<file path="src/rtl/reg_bus_arbiter.sv">
// rtl/reg_bus_arbiter.sv - round-robin two-master arbiter for the 5-bit/8-bit register bus
module reg_bus_arbiter #(
    parameter int                ADDR_W      = 5,
    parameter int                DATA_W      = 8,
    parameter int                TIMEOUT_CYC = 255,
    parameter logic [DATA_W-1:0] ERR_DATA    = 8'hEE
) (
    input  logic              osc_clk,
    input  logic              rst_n,
    input  logic              req0,
    input  logic              req1,
    input  logic              we0,
    input  logic              we1,
    input  logic [ADDR_W-1:0] addr0,
    input  logic [ADDR_W-1:0] addr1,
    input  logic [DATA_W-1:0] wdata0,
    input  logic [DATA_W-1:0] wdata1,
    output logic              ack0,
    output logic              ack1,
    output logic [DATA_W-1:0] rdata,
    output logic              err,
    output logic              busy,
    output logic              bus_rd,
    output logic              bus_wr,
    output logic [ADDR_W-1:0] bus_addr,
    output logic [DATA_W-1:0] bus_wdata,
    input  logic [DATA_W-1:0] bus_rdata,
    input  logic              bus_ready
);

    typedef enum logic [1:0] {S_IDLE, S_ISSUE, S_WAIT, S_DONE} state_t;

    // Last WAIT count before the transaction is aborted; counter starts at 0 in the first WAIT cycle
    localparam logic [7:0] CNT_LAST = 8'(TIMEOUT_CYC - 1);

    state_t              state_q, state_d;
    logic                gnt_q, gnt_d;
    logic                last_q, last_d;
    logic                we_q, we_d;
    logic [ADDR_W-1:0]   addr_q, addr_d;
    logic [DATA_W-1:0]   wdata_q, wdata_d;
    logic [7:0]          cnt_q, cnt_d;
    logic                ack0_q, ack0_d;
    logic                ack1_q, ack1_d;
    logic [DATA_W-1:0]   rdata_q, rdata_d;
    logic                err_q, err_d;
    logic                busy_q, busy_d;
    logic                bus_rd_q, bus_rd_d;
    logic                bus_wr_q, bus_wr_d;
    logic                pick;

    // On a tie the master that did not win last time is chosen; a lone request always wins
    assign pick = (req0 && req1) ? ~last_q : req1;

    // Next-state and registered-output computation for the whole transaction sequence
    always_comb begin
        state_d  = state_q;
        gnt_d    = gnt_q;
        last_d   = last_q;
        we_d     = we_q;
        addr_d   = addr_q;
        wdata_d  = wdata_q;
        cnt_d    = cnt_q;
        ack0_d   = 1'b0;
        ack1_d   = 1'b0;
        rdata_d  = '0;
        err_d    = 1'b0;
        bus_rd_d = 1'b0;
        bus_wr_d = 1'b0;
        case (state_q)
            S_IDLE: begin
                if (req0 || req1) begin
                    gnt_d    = pick;
                    we_d     = pick ? we1 : we0;
                    addr_d   = pick ? addr1 : addr0;
                    wdata_d  = pick ? wdata1 : wdata0;
                    bus_rd_d = ~(pick ? we1 : we0);
                    bus_wr_d = pick ? we1 : we0;
                    state_d  = S_ISSUE;
                end
            end
            S_ISSUE: begin
                cnt_d   = 8'd0;
                state_d = S_WAIT;
            end
            S_WAIT: begin
                if (bus_ready) begin
                    rdata_d = we_q ? '0 : bus_rdata;
                    ack0_d  = ~gnt_q;
                    ack1_d  = gnt_q;
                    state_d = S_DONE;
                end else if (cnt_q == CNT_LAST) begin
                    rdata_d = ERR_DATA;
                    err_d   = 1'b1;
                    ack0_d  = ~gnt_q;
                    ack1_d  = gnt_q;
                    state_d = S_DONE;
                end else begin
                    cnt_d = cnt_q + 8'd1;
                end
            end
            S_DONE: begin
                last_d  = gnt_q;
                state_d = S_IDLE;
            end
            default: state_d = S_IDLE;
        endcase
        busy_d = (state_d != S_IDLE);
    end

    // State and output registers; reset clears everything and lets master 0 win the first tie
    always_ff @(posedge osc_clk or negedge rst_n) begin
        if (!rst_n) begin
            state_q  <= S_IDLE;
            gnt_q    <= 1'b0;
            last_q   <= 1'b1;
            we_q     <= 1'b0;
            addr_q   <= '0;
            wdata_q  <= '0;
            cnt_q    <= 8'd0;
            ack0_q   <= 1'b0;
            ack1_q   <= 1'b0;
            rdata_q  <= '0;
            err_q    <= 1'b0;
            busy_q   <= 1'b0;
            bus_rd_q <= 1'b0;
            bus_wr_q <= 1'b0;
        end else begin
            state_q  <= state_d;
            gnt_q    <= gnt_d;
            last_q   <= last_d;
            we_q     <= we_d;
            addr_q   <= addr_d;
            wdata_q  <= wdata_d;
            cnt_q    <= cnt_d;
            ack0_q   <= ack0_d;
            ack1_q   <= ack1_d;
            rdata_q  <= rdata_d;
            err_q    <= err_d;
            busy_q   <= busy_d;
            bus_rd_q <= bus_rd_d;
            bus_wr_q <= bus_wr_d;
        end
    end

    assign ack0      = ack0_q;
    assign ack1      = ack1_q;
    assign rdata     = rdata_q;
    assign err       = err_q;
    assign busy      = busy_q;
    assign bus_rd    = bus_rd_q;
    assign bus_wr    = bus_wr_q;
    assign bus_addr  = addr_q;
    assign bus_wdata = wdata_q;

endmodule

</file>
<file path="config.mk">
export PLATFORM = sky130hd
export DESIGN_NAME = reg_bus_arbiter
export DESIGN_NICKNAME = d
export VERILOG_FILES = /design/src/rtl/reg_bus_arbiter.sv
export SDC_FILE = /design/constraint.sdc
export NUM_CORES = 1
export LEC_CHECK = 0
export CORE_UTILIZATION = 39
export DETAILED_ROUTE_END_ITERATION = 12
export PLACE_DENSITY = 0.75
export SYNTH_ARGS = -nofsm -noshare
export SYNTH_HDL_FRONTEND = slang
export SYNTH_SLANG_ARGS = --single-unit
</file>
<file path="constraint.sdc">
create_clock -name osc_clk -period 1.5 [get_ports osc_clk]
set_input_delay 0.225 -clock osc_clk [delete_from_list [all_inputs] [get_ports osc_clk]]
set_output_delay 0.225 -clock osc_clk [all_outputs]
set_load 0.01 [all_outputs]
</file>
; ---- Word-level counts from Yosys, hierarchy flattened
; Index checks and enable logic that the tools add are counted.
; Widths: inputs -> output; s select.
[classes]
bitwise_logic = 3
addsub = 1
n_reduce_logical = 7
n_mux = 28
eq_ne = 6
[op_table]
columns = operator, count
row1 = $mux 8, 7
row2 = $pmux 8 s2, 1
row3 = $mux 1, 15
row4 = $add 8x1->8 const B, 1
row5 = $eq 8x8->1 const B, 1
row6 = $pmux 2 s4, 1
row7 = $mux 2, 3
row8 = $mux 5, 1
row9 = $eq 2x2->1 const B, 2
row10 = $ne 2x2->1 const B, 2
row11 = $reduce_bool 2->1, 2
row12 = $not 1->1, 3
row13 = $reduce_and 3->1, 1
row14 = $eq 2x1->1 const B, 1
row15 = $logic_not 2->1, 1
row16 = $reduce_and 2->1, 1
row17 = $logic_and 1x1->1, 1
row18 = $logic_or 1x1->1, 1
[word_totals]
wordCells = 59
output_inout_bits = 27
input_bits = 41
ff_bits = 40

; ---- Depth between registers and ports, before layout
; Gate-level depths: netlist (run 1).
[logic_depth]
depth_word = 6
ltp_mapped = 7
mapped_depth_nobuf = 6

; ---- Worst setup path before layout (run 1)
; Ideal clock, no wire load.
[synth_path]
path_type = reg-to-reg
start = reg cnt_q[0]
end = reg busy_q, in the netlist busy
path_buffers = 0
setup_slack_ps = 62
stages_incl_launch_ff = 7
setup_ps = 124
arrival_time_ps = 1314
period_less_slack_ps = 1438
required_ps = 1376
path_cell_list = dfrtp_1 -> inv_1 -> ha_1 -> nand3_1 -> nor2_1 -> o41a_1 -> or2_1
[synth_between]
elab_chain_cells = 5
[synth_rtl]
columns = element, line
row1 = from (decl), 42  ; logic [7:0] cnt_q, cnt_d;
row2 = from (signal assigned), 135  ; cnt_q <= cnt_d;
row3 = $eq 8x8->1, 92  ; end else if (cnt_q == CNT_LAST) begin
row4 = $mux 2, 92
row5 = $mux 2, 87  ; if (bus_ready) begin
row6 = $pmux 2 s4, 70  ; case (state_q)
row7 = net state_d[0], 36  ; state_t state_q, state_d;
row8 = $reduce_bool 2->1, 108  ; busy_d = (state_d != S_IDLE);
row9 = net busy_d, 47  ; logic busy_q, busy_d;
row10 = to (signal assigned), 140  ; busy_q <= busy_d;
row11 = to (decl), 47
; The timed path passes the listed nets, and every way through them passes these cells.
; A chain may end at the register's enable or synchronous reset.

; ---- Worst setup path after layout (run 1)
[layout_path]
start = reg state_q[0]
end = reg cnt_q[6]
[layout_between]
elab_chain_cells = 3
word_cells_on_any_way = 7
classes_between = eq/ne: 4 / mux: 1 / reduce/logical: 2
[layout_rtl]
columns = element, line
row1 = from (decl), 36
row2 = from (signal assigned), 129  ; state_q <= state_d;
row3 = $eq 2x2->1 / $eq 2x1->1 (equally long branches), 70
row4 = $ne 2x2->1 (no line) / $reduce_bool 2->1 (equally long branches), n/a
row5 = $reduce_and 3->1 (no line), n/a
; Several ways; a longest one is shown, not always the timed one.

==> flow_summary_export.csv, run 1 <==
group,metric,value,unit
critical_path,critPathMaxStageDelay,0.38,ns
global_routing,grt-ovfl-total,0,
die,num_rows,24,
die,dieArea,4880,um^2
cells_and_area,fill_cells,365,
synth,yosysTopAreaCellShare,54.3,%
cells_and_area,ff_latch_area,1000,um^2
drt,wl_per_cell,12.7,um
sta,fin_skew,0.00486,ns
cells_and_area,fin_nets,297,
placed_design,dpl.hpwl,2830,um
synth,async_reset_ff_share,100,%
critical_path,worst-setup-path-type,"flip-flop to flip-flop",
synth,synth.most_common_cell,"dfrtp_1",
placed_design,postPlaceCellArea,2620,um^2
placed_design,placed_cells,294,
drt,viasPerCell,4.87,
drt,initialDrtViolationCount,62,
synth,yosysWarnings,0,
clock_network,htree_levels,2,
synth,syn-num-nets,212,
die,die_h,69.9,um
global_routing,grt_max_degree,41,
global_routing,grt_pass1_vias,1535,
sta,period_minus_slack,1.45,ns
critical_path,cp-end-kind,"flip-flop",
cells_and_area,areaGrowthSynthToFinish,52.7,%
sta,finalMaxSlewViolations,0,
drt,wl,3840,um
clock_network,cts_sinks,40,
cells_and_area,num_antenna_cells,0,
cells_and_area,drive_above_1_share,15.1,%
global_routing,grt_pass1_wl,6640,um
synth,yosysUniqueCellTypes,36,
sta,fin_ws,0.0497,ns
sta,rsz0062_at_grt,"yes",
sta,final.period_utilization,96.7,%
die,pin_count,68,
cells_and_area,final_core_util,62.6,%
placed_design,gp_congestion,0.774,
critical_path,critical_path_peak_fanout,6,
die,floorplan.initialDensity,41.0,%
clock_network,cts.path.max_buffers,2,
synth,ys_seq_area_share,55.8,%
critical_path,crit_buf_inv,1,
placed_design,dp_slack,-0.0823,ns
cells_and_area,layout.cells.non_filler,303,
global_routing,antenna_found_initial,0,
critical_path,critPathArrivalTime,1.63,ns
die,die_w,69.9,um
synth,synthFlopType,"dfrtp_1",
sta,worst_slew_pin_slew,0.502,ns
synth,synthesis.area,1800,um^2
cells_and_area,fin_area,2740,um^2
drt,drt_pass1_iterations,4,
synth,synth_area_leaders,"dfrtp_1 54%, mux2i_1 8.9%, nand2_1 6.7%, o21ai_0 5.0%, ha_1 4.2%",
sta,setup_viol,0,
sta,whs,0.453,ns
hold_path,hold_class,"input port to flip-flop",
placed_design,portBuffers,67,
critical_path,crit_family,"flip-flops",
critical_path,cp_data_required_time,1.68,ns
cells_and_area,multi_input_area,764,um^2
run_status,outcome,"finished, final reports clean",
drt,dr_total_vias,1475,
sta,fmax,0.690,GHz
pwr,peakVddDrop,0.769,mV
drt,remaining_drc_errors,0,
clock_network,cts_tree,"done",
pwr,leakagePower,1.30,nW
pwr,total_power,4.13,mW
pwr,pwr_density_cell,1510,nW/um^2
clock_network,clk_latency,0.29,ns
synth,synth_edf_count,0,
synth,synth_cells,165,
global_routing,grt.total_usage,17.4,%
die,core,4380,um^2
critical_path,path_cells,"inv_1 -> ha_2 -> and4b_1 -> o21a_1 -> nand3_1 -> mux2i_1",
synth,syn_area_per_cell,10.9,um^2
clock_network,clk_pin_slew,0.08,ns
synth,synth-seq-cells,40,
sta,hold_viol_final,0,
clock_network,cts_root_buf,"clkbuf_8",
sta,timing.slew.headroom,66.5,%
critical_path,slowest_stage,"dfrtp_1",
critical_path,critPathLaunchType,"flip-flop",
synth,synth_top_area_cell,"dfrtp_1",
clock_network,cts_made_buffers,5,
sta,setup_tns,0,ns
drt,antenna_left,0,
job,maxCapViolCount,0,
synth,synthTopCellsByCount,"39 x dfrtp_1, 32 x nand2_1, 18 x o21ai_0",
[cells by family after synthesis]
kind of cell             count (synthesis)  synth area share [%]
AO/OA/AOI/OAI                           31                  11.1
adder cells (fa/ha/maj)                  6                  4.18
buffers and inverters                   12                  3.06
flip-flops                              40                  55.8
multiplexers                            18                  10.2
AND/OR/NAND/NOR                         58                  15.7
[placed cells by master (no fill, tap or decap), drive strengths merged, types with 2 or more instances in the layout]
cell type / count
nand2: 32
o21ai: 19
nor2: 6
inv: 7
a21oi: 3
nand3: 5
clkdlybuf4s50: 66
buf: 16
dfrtp: 39
and3: 2
clkinvlp: 2
mux2: 2
mux2i: 16
clkbuf: 6
ha: 6
and2: 3
nand2b: 2
[metal layers]
layer,up-vias,GRT usage [%],part of all wire (%)
met5,-,0,0
met4,0,10.9,3.4
met3,12,3.90,4.6
met2,37,30.6,51
met1,691,18.8,41
li1,735,-,-
[final timing paths]
path                              start            to  slack (ns)  depth (start not counted)
min reg2reg                bus_wdata[6]  bus_wdata[6]        0.49                          2
max reg2reg                  state_q[0]      cnt_q[6]        0.05                          6
max                          state_q[0]      cnt_q[6]        0.05                          6
min                        bus_rdata[5]      rdata[5]        0.45                          3
min in group asynchronous         rst_n  bus_wdata[2]        0.52                          3
max in group asynchronous         rst_n        last_q        0.63                          3
[registers in the layout, summed over array words and instances (netlist names)]
| name | cells |
|---|---|
| bus_rd | 1 |
| last_q | 1 |
| bus_wdata | 8 |
| rdata | 8 |
| we_q | 1 |
| gnt_q | 1 |
| cnt_q | 8 |
| state_q | 2 |
| ack1 | 1 |
| err | 1 |
| bus_addr | 5 |
| ack0 | 1 |
| bus_wr | 1 |
| busy | 1 |
[power breakdown]
group          internal (mW)  switching [mW]  total [mW]
Clock                  0.372           0.390       0.762
Combinational          0.949           0.793        1.74
Sequential              1.43           0.196        1.63
[layout make-up]
class	count	area share, %
clock inverter	2	0.547
multi-input combinational	113	27.9
timing repair buffer	83	28.7
inverter	7	0.958
sequential	40	36.5
tap	52	2.37
clock buffer	6	3.01
[tightest hold or removal path: stages]
cell,delay (ns)
clkdlybuf4s50_1,0.39
nand2_1,0.05
nand2_1,0.04
[what timing repair did]
| item | in CTS | in global routing |
|---|---|---|
| hold endpoints to repair | 39 | 0 |
| hold buffers | 1 | 0 |
| setup buffers | 0 | 0 |
| gates cloned | 0 | 0 |
| setup endpoints to repair | 3 | 14 |
| gates resized for setup | 1 | 5 |
(Power assumes the default switching activity.)
==> run 2, diff against run 1 <==
CORE_MARGIN = 4   (was default)
CTS_CLUSTER_SIZE = 28   (was default)
SLEW_MARGIN = 20   (was default)
==> run 2 against run 1 <==
Net effect: worst hold slack worse by 0.057 ns; fmax up 2.2%; wire length up 13%; combinational power up 6%; cell area up 2.4%; die area up 18%; utilization up 1.0 points; cell count unchanged; largest cell class unchanged.
==> flow_summary_export.csv, run 2 (synthesized netlist as in run 1, its figures left out) <==
group,metric,value,unit
sta,setup_viol,0,
cells_and_area,mostFrequentLayoutCell,"clkdlybuf4s50_1",
global_routing,grt_pass1_vias,1469,
cells_and_area,ff_latch_area,1000,um^2
die,dieArea,5760,um^2
drt,viasPerCell,4.82,
critical_path,reg2reg_setup_slack,0.09,ns
clock_network,cts_sinks,40,
global_routing,grt_pass1_wl,7010,um
placed_design,postPlaceCellArea,2630,um^2
die,die_w,75.9,um
clock_network,cts.path.max_buffers,2,
die,die_h,75.9,um
job,maxCapViolCount,0,
sta,whs,0.396,ns
clock_network,htree_levels,2,
cells_and_area,areaGrowthSynthToFinish,56.3,%
global_routing,grt.total_usage,16.7,%
critical_path,cp_data_required_time,1.27,ns
pwr,total_power,4.52,mW
critical_path,critical_path_peak_fanout,2,
critical_path,crit_buf_inv,1,
global_routing,grt-ovfl-total,0,
critical_path,cp_num_cells,1,
clock_network,clk_latency,0.29,ns
critical_path,r2r_end,"cnt_q[5]",
drt,drt_pass1_iterations,4,
critical_path,critPathLaunchType,"flip-flop",
drt,wl_per_cell,14.4,um
clock_network,clk_pin_slew,0.08,ns
sta,final.period_utilization,94.6,%
die,core,4410,um^2
cells_and_area,layout_common_cells,"66 x clkdlybuf4s50_1, 39 x dfrtp_1, 32 x nand2_1, 16 x mux2i_1, 16 x o21ai_0",
critical_path,worst-setup-path-type,"flip-flop to output port",
sta,finalMaxSlewViolations,0,
drt,initialDrtViolationCount,74,
pwr,p_int,3.09,mW
critical_path,endpoint,"bus_wdata[3]",
cells_and_area,fill_cells,368,
pwr,swShare,31.7,%
sta,rsz0062_at_grt,"yes",
cells_and_area,num_antenna_cells,0,
clock_network,cts_tree,"done",
clock_network,cts_made_buffers,5,
cells_and_area,fin_nets,297,
critical_path,cp-startpoint,"bus_wdata[3]",
drt,antenna_left,0,
pwr,combPwrFrac,40.7,%
global_routing,grt_max_degree,26,
die,pin_count,68,
run_status,outcome,"finished, final reports clean",
cells_and_area,multi_input_area,782,um^2
sta,fin_ws,0.0805,ns
global_routing,antenna_found_initial,0,
sta,fin_skew,0.00737,ns
sta,hold_viol_final,0,
critical_path,crit_family,"buffers and inverters",
hold_path,hold_class,"input port to async pin",
pwr,seqPwrFrac,36.4,%
pwr,leakagePower,1.32,nW
drt,wl,4360,um
sta,worst_slew_pin_slew,0.414,ns
pwr,peakVddDrop,0.739,mV
cells_and_area,drive_above_1_share,16.3,%
critical_path,cp-end-kind,"output port",
critical_path,r2r_start,"state_q[1]",
placed_design,portBuffers,67,
drt,remaining_drc_errors,0,
critical_path,critPathArrivalTime,1.19,ns
critical_path,slowest_stage,"clkdlybuf4s50_1",
placed_design,gp_congestion,0.781,
placed_design,dpl.hpwl,3180,um
sta,fmax,0.704,GHz
critical_path,path_cells,"clkdlybuf4s50_1",
drt,dr_total_vias,1459,
cells_and_area,fin_area,2810,um^2
die,floorplan.initialDensity,40.7,%
pwr,pwr_density_cell,1610,nW/um^2
die,num_rows,24,
placed_design,dp_slack,-0.0983,ns
sta,period_minus_slack,1.42,ns
pwr,p_clk_share,22.9,%
critical_path,worstRegToRegCells,5,
critical_path,critPathMaxStageDelay,0.55,ns
clock_network,cts_root_buf,"clkbuf_8",
sta,timing.slew.headroom,72.4,%
pwr,netSwitchingPower,1.43,mW
run 2: worst min path at each step:
| stage | from | to | depth (start not counted) |
|---|---|---|---|
| finish | rst_n | bus_wdata[4] | 2 |
| floorplan | rst_n | ack0 | 0 |
| CTS | rst_n | bus_wdata[4] | 2 |
| global route | rst_n | bus_wdata[4] | 2 |
| detailed placement | rst_n | bus_wdata[7] | 1 |
| global placement | rst_n | bus_addr[4] | 1 |
run 2: timing repair:
item / 4_1_cts / 5_1_grt
endpoints found under the hold margin: 15 / 0
endpoints found under the setup margin: 4 / 11
buffers inserted: 0 / 0
gates resized for setup: 2 / 10
pin swaps: 0 / 1
hold buffers: 1 / 0
run 2: worst reg2reg max path, stage by stage (launching register included):
cell       delay [ns]
dfrtp_1          0.44
ha_4             0.20
and2b_2          0.23
o2111ai_1        0.09
mux2_2           0.35
nand2_1          0.06
run 2: routing by layer:
| metal | wire (um) | track usage (%) | up-vias |
|---|---|---|---|
| met3 | 189 | 4.75 | 8 |
| met1 | 1790 | 19.6 | 680 |
| met5 | 0 | 0 | - |
| li1 | - | - | 731 |
| met4 | 102 | 6.60 | 0 |
| met2 | 2280 | 28.8 | 40 |
run 2: metrics by stage:
stage          std cells   TNS, ns  utilization [%]
5_1_grt              303  -0.00913             63.6
6_report             303         0             63.6
3_5_place_dp         294    -0.959             59.5
3_3_place_gp         294    -0.136             59.5
4_1_cts              303         0             62.8
2_1_floorplan        165         0                -
run 2: power groups by stage:
stage	logic, mW	clock network [mW]	registers, mW
2_1_floorplan	0.704	0	1.76
3_3_place_gp	1.71	0	1.64
3_5_place_dp	1.74	0	1.65
4_1_cts	1.78	1.06	1.64
5_1_grt	2.02	1.12	1.69
6_report	1.84	1.04	1.64
run 2: final cells by class:
class / count / area share [%]
well taps: 52 / 2.32
repair buffers: 83 / 28.5
clock inverters: 2 / 2.14
multi-input cells: 113 / 27.8
flip-flops and latches: 40 / 35.7
clock buffers: 6 / 2.58
inverters: 7 / 0.935
==> run 3, diff against run 2 <==
GPL_ROUTABILITY_DRIVEN = 0   (was default)
==> results of run 3 <==
Final layout, timing and power as in run 2 (identical DEF).
